**src/rtl/alu_issue_pkg.sv**
```systemverilog
// Shared types for the decode/issue stage: ALU opcodes, RV32I major opcodes
// and the issue record carried through the skid buffer.
package alu_pkg;

  localparam int unsigned XLEN = 32;

  typedef enum logic [2:0] {
    ALU_ADD = 3'd0,
    ALU_SUB = 3'd1,
    ALU_AND = 3'd2,
    ALU_OR  = 3'd3,
    ALU_XOR = 3'd4,
    ALU_LT  = 3'd5,
    ALU_GT  = 3'd6,
    ALU_EQ  = 3'd7
  } alu_op_e;

  localparam logic [6:0] OPC_OP     = 7'b0110011;
  localparam logic [6:0] OPC_OP_IMM = 7'b0010011;
  localparam logic [6:0] OPC_LUI    = 7'b0110111;
  localparam logic [6:0] OPC_AUIPC  = 7'b0010111;
  localparam logic [6:0] OPC_BRANCH = 7'b1100011;

  typedef struct packed {
    logic [XLEN-1:0] op1;
    logic [XLEN-1:0] op2;
    alu_op_e         alu_op;
    logic [4:0]      rd;
    logic            wb_en;
    logic            branch;
    logic            invert;
    logic [XLEN-1:0] br_target;
    logic            illegal;
  } issue_t;

  // Shared OP / OP-IMM funct3 mapping; bit 3 of the result flags a legal funct3.
  function automatic logic [3:0] f3_to_alu(input logic [2:0] f3);
    logic [3:0] r;
    r = '0;
    case (f3)
      3'b000:  r = {1'b1, ALU_ADD};
      3'b111:  r = {1'b1, ALU_AND};
      3'b110:  r = {1'b1, ALU_OR};
      3'b100:  r = {1'b1, ALU_XOR};
      3'b011:  r = {1'b1, ALU_LT};
      default: r = '0;
    endcase
    return r;
  endfunction

endpackage

```
**src/rtl/alu_issue_skid.sv**
```systemverilog
// Two-entry skid buffer: registered in_ready, FIFO order, head held stable
// while the consumer stalls.
module alu_issue_skid #(
  parameter type T = logic [31:0]
) (
  input  logic clk,
  input  logic rst_n,
  input  logic in_valid,
  output logic in_ready,
  input  T     in_data,
  output logic out_valid,
  input  logic out_ready,
  output T     out_data
);

  typedef enum logic [1:0] {
    EMPTY = 2'd0,
    ONE   = 2'd1,
    TWO   = 2'd2
  } state_e;

  state_e state_q, state_d;
  T       head_q, head_d;
  T       tail_q, tail_d;
  logic   push, pop;

  assign in_ready  = (state_q != TWO);
  assign out_valid = (state_q != EMPTY);
  assign out_data  = head_q;
  assign push      = in_valid && in_ready;
  assign pop       = out_valid && out_ready;

  always_comb begin
    state_d = state_q;
    head_d  = head_q;
    tail_d  = tail_q;
    case (state_q)
      EMPTY: begin
        if (push) begin
          state_d = ONE;
          head_d  = in_data;
        end
      end
      ONE: begin
        case ({push, pop})
          2'b10: begin
            state_d = TWO;
            tail_d  = in_data;
          end
          2'b01:   state_d = EMPTY;
          2'b11:   head_d  = in_data;
          default: ;
        endcase
      end
      TWO: begin
        if (pop) begin
          state_d = ONE;
          head_d  = tail_q;
        end
      end
      default: state_d = EMPTY;
    endcase
  end

  always_ff @(posedge clk or negedge rst_n) begin
    if (!rst_n) begin
      state_q <= EMPTY;
      head_q  <= '0;
      tail_q  <= '0;
    end else begin
      state_q <= state_d;
      head_q  <= head_d;
      tail_q  <= tail_d;
    end
  end

endmodule

```
**src/rtl/alu_issue.sv**
```systemverilog
// RV32I decode-and-issue stage: combinational decode/register read, result
// registered into a 2-entry skid buffer toward execute.
module alu_issue
  import alu_pkg::*;
(
  input  logic        clk,
  input  logic        rst_n,
  input  logic        in_valid,
  output logic        in_ready,
  input  logic [31:0] in_instr,
  input  logic [31:0] in_pc,
  output logic [4:0]  rs1_addr,
  output logic [4:0]  rs2_addr,
  input  logic [31:0] rs1_data,
  input  logic [31:0] rs2_data,
  output logic        out_valid,
  input  logic        out_ready,
  output logic [31:0] out_op1,
  output logic [31:0] out_op2,
  output logic [2:0]  out_alu_op,
  output logic [4:0]  out_rd,
  output logic        out_wb_en,
  output logic        out_branch,
  output logic        out_invert,
  output logic [31:0] out_br_target,
  output logic        out_illegal
);

  logic [6:0]  opcode, f7;
  logic [2:0]  f3;
  logic [31:0] imm_i, imm_u, imm_b;
  logic [3:0]  f3_map;
  logic        legal;
  issue_t      dec, out_q;

  assign opcode   = in_instr[6:0];
  assign f3       = in_instr[14:12];
  assign f7       = in_instr[31:25];
  assign rs1_addr = in_instr[19:15];
  assign rs2_addr = in_instr[24:20];
  assign imm_i    = {{20{in_instr[31]}}, in_instr[31:20]};
  assign imm_u    = {in_instr[31:12], 12'b0};
  assign imm_b    = {{19{in_instr[31]}}, in_instr[31], in_instr[7],
                     in_instr[30:25], in_instr[11:8], 1'b0};
  assign f3_map   = f3_to_alu(f3);

  always_comb begin
    dec           = '0;
    dec.alu_op    = ALU_ADD;
    dec.rd        = in_instr[11:7];
    dec.br_target = in_pc + imm_b;
    legal         = 1'b1;
    case (opcode)
      OPC_OP: begin
        dec.op1   = rs1_data;
        dec.op2   = rs2_data;
        dec.wb_en = 1'b1;
        if (f7 == 7'b0100000 && f3 == 3'b000) begin
          dec.alu_op = ALU_SUB;
        end else if (f7 == 7'b0000000 && f3_map[3]) begin
          dec.alu_op = alu_op_e'(f3_map[2:0]);
        end else begin
          legal = 1'b0;
        end
      end
      OPC_OP_IMM: begin
        dec.op1    = rs1_data;
        dec.op2    = imm_i;
        dec.wb_en  = 1'b1;
        dec.alu_op = alu_op_e'(f3_map[2:0]);
        legal      = f3_map[3];
      end
      OPC_LUI: begin
        dec.op2   = imm_u;
        dec.wb_en = 1'b1;
      end
      OPC_AUIPC: begin
        dec.op1   = in_pc;
        dec.op2   = imm_u;
        dec.wb_en = 1'b1;
      end
      OPC_BRANCH: begin
        dec.op1    = rs1_data;
        dec.op2    = rs2_data;
        dec.branch = 1'b1;
        case (f3)
          3'b000:  dec.alu_op = ALU_EQ;
          3'b001: begin
            dec.alu_op = ALU_EQ;
            dec.invert = 1'b1;
          end
          3'b110:  dec.alu_op = ALU_LT;
          3'b111: begin
            dec.alu_op = ALU_LT;
            dec.invert = 1'b1;
          end
          default: legal = 1'b0;
        endcase
      end
      default: legal = 1'b0;
    endcase
    // Illegal encodings still flow downstream, but as an inert ADD of zeros.
    if (!legal) begin
      dec.op1     = '0;
      dec.op2     = '0;
      dec.alu_op  = ALU_ADD;
      dec.wb_en   = 1'b0;
      dec.branch  = 1'b0;
      dec.invert  = 1'b0;
      dec.illegal = 1'b1;
    end
    if (dec.rd == 5'd0) dec.wb_en = 1'b0;
  end

  alu_issue_skid #(
    .T(issue_t)
  ) u_skid (
    .clk      (clk),
    .rst_n    (rst_n),
    .in_valid (in_valid),
    .in_ready (in_ready),
    .in_data  (dec),
    .out_valid(out_valid),
    .out_ready(out_ready),
    .out_data (out_q)
  );

  assign out_op1       = out_q.op1;
  assign out_op2       = out_q.op2;
  assign out_alu_op    = out_q.alu_op;
  assign out_rd        = out_q.rd;
  assign out_wb_en     = out_q.wb_en;
  assign out_branch    = out_q.branch;
  assign out_invert    = out_q.invert;
  assign out_br_target = out_q.br_target;
  assign out_illegal   = out_q.illegal;

endmodule

```
**config.mk**
```make
export PLATFORM = sky130hd
export DESIGN_NAME = alu_issue
export DESIGN_NICKNAME = d
export VERILOG_FILES = /design/src/rtl/alu_issue_pkg.sv /design/src/rtl/alu_issue_skid.sv /design/src/rtl/alu_issue.sv
export SDC_FILE = /design/constraint.sdc
export NUM_CORES = 1
export LEC_CHECK = 0
export CAP_MARGIN = 10
export CORE_MARGIN = 4
export CORE_UTILIZATION = 40
export CTS_BUF_LIST = sky130_fd_sc_hd__clkbuf_16
export DETAILED_ROUTE_END_ITERATION = 6
export DONT_BUFFER_PORTS = 1
export GPL_ROUTABILITY_DRIVEN = 0
export GPL_TIMING_DRIVEN = 1
export PLACE_DENSITY_LB_ADDON = 0.1
export SETUP_SLACK_MARGIN = 0.3
export SLEW_MARGIN = 10
export SYNTH_ARGS = -nofsm -noshare
export SYNTH_HDL_FRONTEND = slang
export SYNTH_SLANG_ARGS = --single-unit
```
**constraint.sdc**
```tcl
create_clock -name clk -period 2.5 [get_ports clk]
set_input_delay 0.25 -clock clk [delete_from_list [all_inputs] [get_ports clk]]
set_output_delay 0.25 -clock clk [all_outputs]
set_load 0.02 [all_outputs]
```
==> flow_summary.ini <==
[critical_path]
r2r_slack_ns = 0.55
slowest_delay_ns = 0.60
worstSetupEndpointType = register
required_ns = 2.89
start_kind = primary input
cp.arrival_ns = 2.50
critical_path.cell_chain = dlygate4sd3_1 -> nand4b_2 -> o31ai_2 -> a31o_2 -> buf_6 -> a22oi_1 -> dlygate4sd3_1 -> o21ai_0
critPathSlowestCell = dlygate4sd3_1
ff2ff_path_depth = 8
cp_max_fo = 34
path_common_cell = dlygate4sd3_1
path_class = primary input to register

[routing]
drt-wirelength-per-cell_microns = 19.68
drtIter0Drc = 729
ant_nets = 0
viasPerCell = 5.517
firstDrtPassIters = 5
routed_wl_microns = 35050
drcViolationCount = 0
via_count = 9825

[job]
maxCapViolCount = 0

[yosys]
netlist_instances = 1338
synthTopCellsByArea = dfrtp_1, nand2_1, o21ai_0
yosysUniqueCellTypes = 65
yosysWarnings = 0
synth_top_cell_by_area = dfrtp_1
synth-seq-area-share = 0.4670
synth-main-ff-cell = dfrtp_1
ys_seq_elements = 218
syn_nets = 1501
synth_top_area_share = 0.4670
synth_edf_count = 0
syn_area_sq_um = 11680
syn_avg_cell_area_sq_um = 8.730
async_reset_ff_frac = 1.000

[clocking]
clkTransAtPathRegs_ns = 0.06
insertion_delay_ns = 0.52
h-tree-depth = 1
cts_made_buffers = 26
clockBufferDepth = 3
cts_tree = done
clock-sinks = 218
hold_buffers = 72
cts_root_buf = clkbuf_16

[sta]
tightest_slew_ns = 0.6124
slew_headroom = 0.5918
slew_violations = 0
hold_violations = 218
max_clock_freq_mhz = 475.8
hold_ws_ns = -0.5667
fin_setup_tns_ns = 0
rsz0062_at_grt = no
setup_violations = 0
layout_setup_ws_ns = 0.3983
skew_ns = 0.01463
min_period_ns = 2.102
period_share = 0.8407

[global_route]
grt_max_degree = 219
grt_pass1_vias = 9331
grt_overflow_total = 0
grt_use_total = 0.2137
antenna_found_initial = 0
grt_pass1_wl_microns = 54100

[floorplan]
core-area_sq_um = 28780
row_count = 62
die-area_sq_um = 32000
die_h_microns = 178.9
die_x_microns = 178.9
initial_core_util = 0.4059
pin_count = 252

[placed_design]
portBuffers = 0
dp_hpwl_microns = 24160
dp_cells = 1663
place_ws_ns = -0.1475

[cells_and_area]
final_cell_mix = nand2_1, dfrtp_1, o21ai_0, a21oi_1, nor2_1
nNetsFinal = 1542
drive_gt1_frac = 0.09091
final_util = 0.4794
layout_commonest_cell = nand2_1
syn_to_final_growth_pct = 18.10
fin_cells = 1781
diodes = 0

[min_path]
hold_class = primary input to asynchronous set/reset pin

[power_and_ir_drop]
p_comb_frac = 0.191
seqPwrFrac = 0.496
p_leak_nw = 5.975
totalPowerFinal_mw = 11.51
switching_power_mw = 4.045
power_frac_clock = 0.312
p_sw_frac = 0.3514
p_per_area_nw_per_um2 = 834.6
peakVddDrop_mv = 0.5427
internal_power_mw = 7.468

[outcome]
status = finished, violations left
violations = hold timing
-- worst paths after layout --
check,startpoint,endpoint
worst max-delay path,in_instr[5],u_skid.tail_q[91]$_DFFE_PN0P_
worst min-delay path,rst_n,u_skid.out_data[48]$_DFFE_PN0P_
worst max register to register,u_skid.state_q[1]$_DFFE_PN0P_,u_skid.out_data[104]$_DFFE_PN0P_
worst min register to register,u_skid.tail_q[11]$_DFFE_PN0P_,u_skid.tail_q[11]$_DFFE_PN0P_
max in group asynchronous,rst_n,u_skid.tail_q[94]$_DFFE_PN0P_
min in group clk,in_pc[10],u_skid.tail_q[86]$_DFFE_PN0P_
-- cells in the mapped netlist (all sizes together) (2+ instances only) --
| library cell | number |
|---|---|
| or2 | 4 |
| nand3 | 13 |
| a211oi | 3 |
| a21o | 22 |
| a221o | 18 |
| mux2i | 13 |
| inv | 4 |
| a31oi | 12 |
| o21ai | 182 |
| o21bai | 7 |
| nand3b | 2 |
| nand2b | 4 |
| a31o | 2 |
| mux2 | 14 |
| a32oi | 3 |
| and3 | 11 |
| buf | 39 |
| o31ai | 3 |
| o211ai | 25 |
| o21a | 22 |
| nor2b | 6 |
| nor2 | 94 |
| xor2 | 17 |
| clkbuf | 72 |
| o2111ai | 2 |
| or3 | 5 |
| o22ai | 15 |
| a41oi | 4 |
| xnor2 | 15 |
| nand4b | 2 |
| ha | 30 |
| nor3 | 6 |
| nand4 | 5 |
| a21oi | 116 |
| dfrtp | 218 |
| a22oi | 32 |
| nand2 | 273 |
| and2 | 6 |
| a221oi | 2 |
| nor4 | 3 |
-- critical path, delay by kind of cell --
kind                   cells  cell delay (ns)
AO/OA/AOI/OAI              4             0.70
buffers and inverters      3             1.38
AND/OR/NAND/NOR            1             0.14
-- cell families after synthesis --
kind of cell    count (synthesis)  share of synthesized area
compound gates                477                     0.2499
xor+xnor                       32                    0.02399
fa+ha+maj                      31                    0.03385
buf+inv                       115                    0.04306
flops                         218                     0.4670
mux                            27                    0.02464
simple gates                  438                     0.1576
-- area by class of cell --
class	count	area (sq um)
fillers	2790	14980
multi-input cells	1005	5791
flip-flops and latches	218	5455
repair buffers	124	1240
clock buffers	27	675.6
well taps	384	480.5
clock inverters	19	137.6
inverters	4	16.27
-- flip-flops by register name (all words and copies together) (netlist names) --
| register | flops |
|---|---|
| u_skid.state_q | 2 |
| u_skid.tail_q | 108 |
| u_skid.out_data | 108 |
-- routing by layer --
layer | wire (microns) | vias to the layer above | part of all wire | track usage
met1 | 16090 | 4732 | 0.46 | 0.3029
met3 | 2445 | 44 | 0.070 | 0.05799
met4 | 741 | 0 | 0.021 | 0.05213
met2 | 15780 | 236 | 0.45 | 0.3260
li1 | - | 4813 | - | -
met5 | 0 | - | 0 | 0
-- timing repair --
| action | CTS | global route |
|---|---|---|
| buffers inserted | 0 | 0 |
| setup endpoints to repair | 0 | 67 |
| resized for setup | 0 | 2 |
| hold endpoints to repair | 267 | 218 |
-- power groups by stage --
stage | Combinational, mW | Clock (mW) | Sequential (mW)
2_1_floorplan | 1.64 | 0 | 5.48
3_5_place_dp | 2.15 | 0 | 5.79
3_3_place_gp | 2.12 | 0 | 5.78
4_1_cts | 2.23 | 3.71 | 5.74
5_1_grt | 2.52 | 3.86 | 5.83
6_report | 2.20 | 3.60 | 5.71
-- per-stage QoR --
stage | cell area (sq um) | hold slack, ns
global route | 13800 | -0.5967
global placement | 12260 | -0.03846
finish | 13800 | -0.5667
detailed placement | 12260 | -0.03839
CTS | 13790 | -0.5914
floorplan | 11720 | -0.04559
No activity file was read; power rests on OpenSTA's default activity.
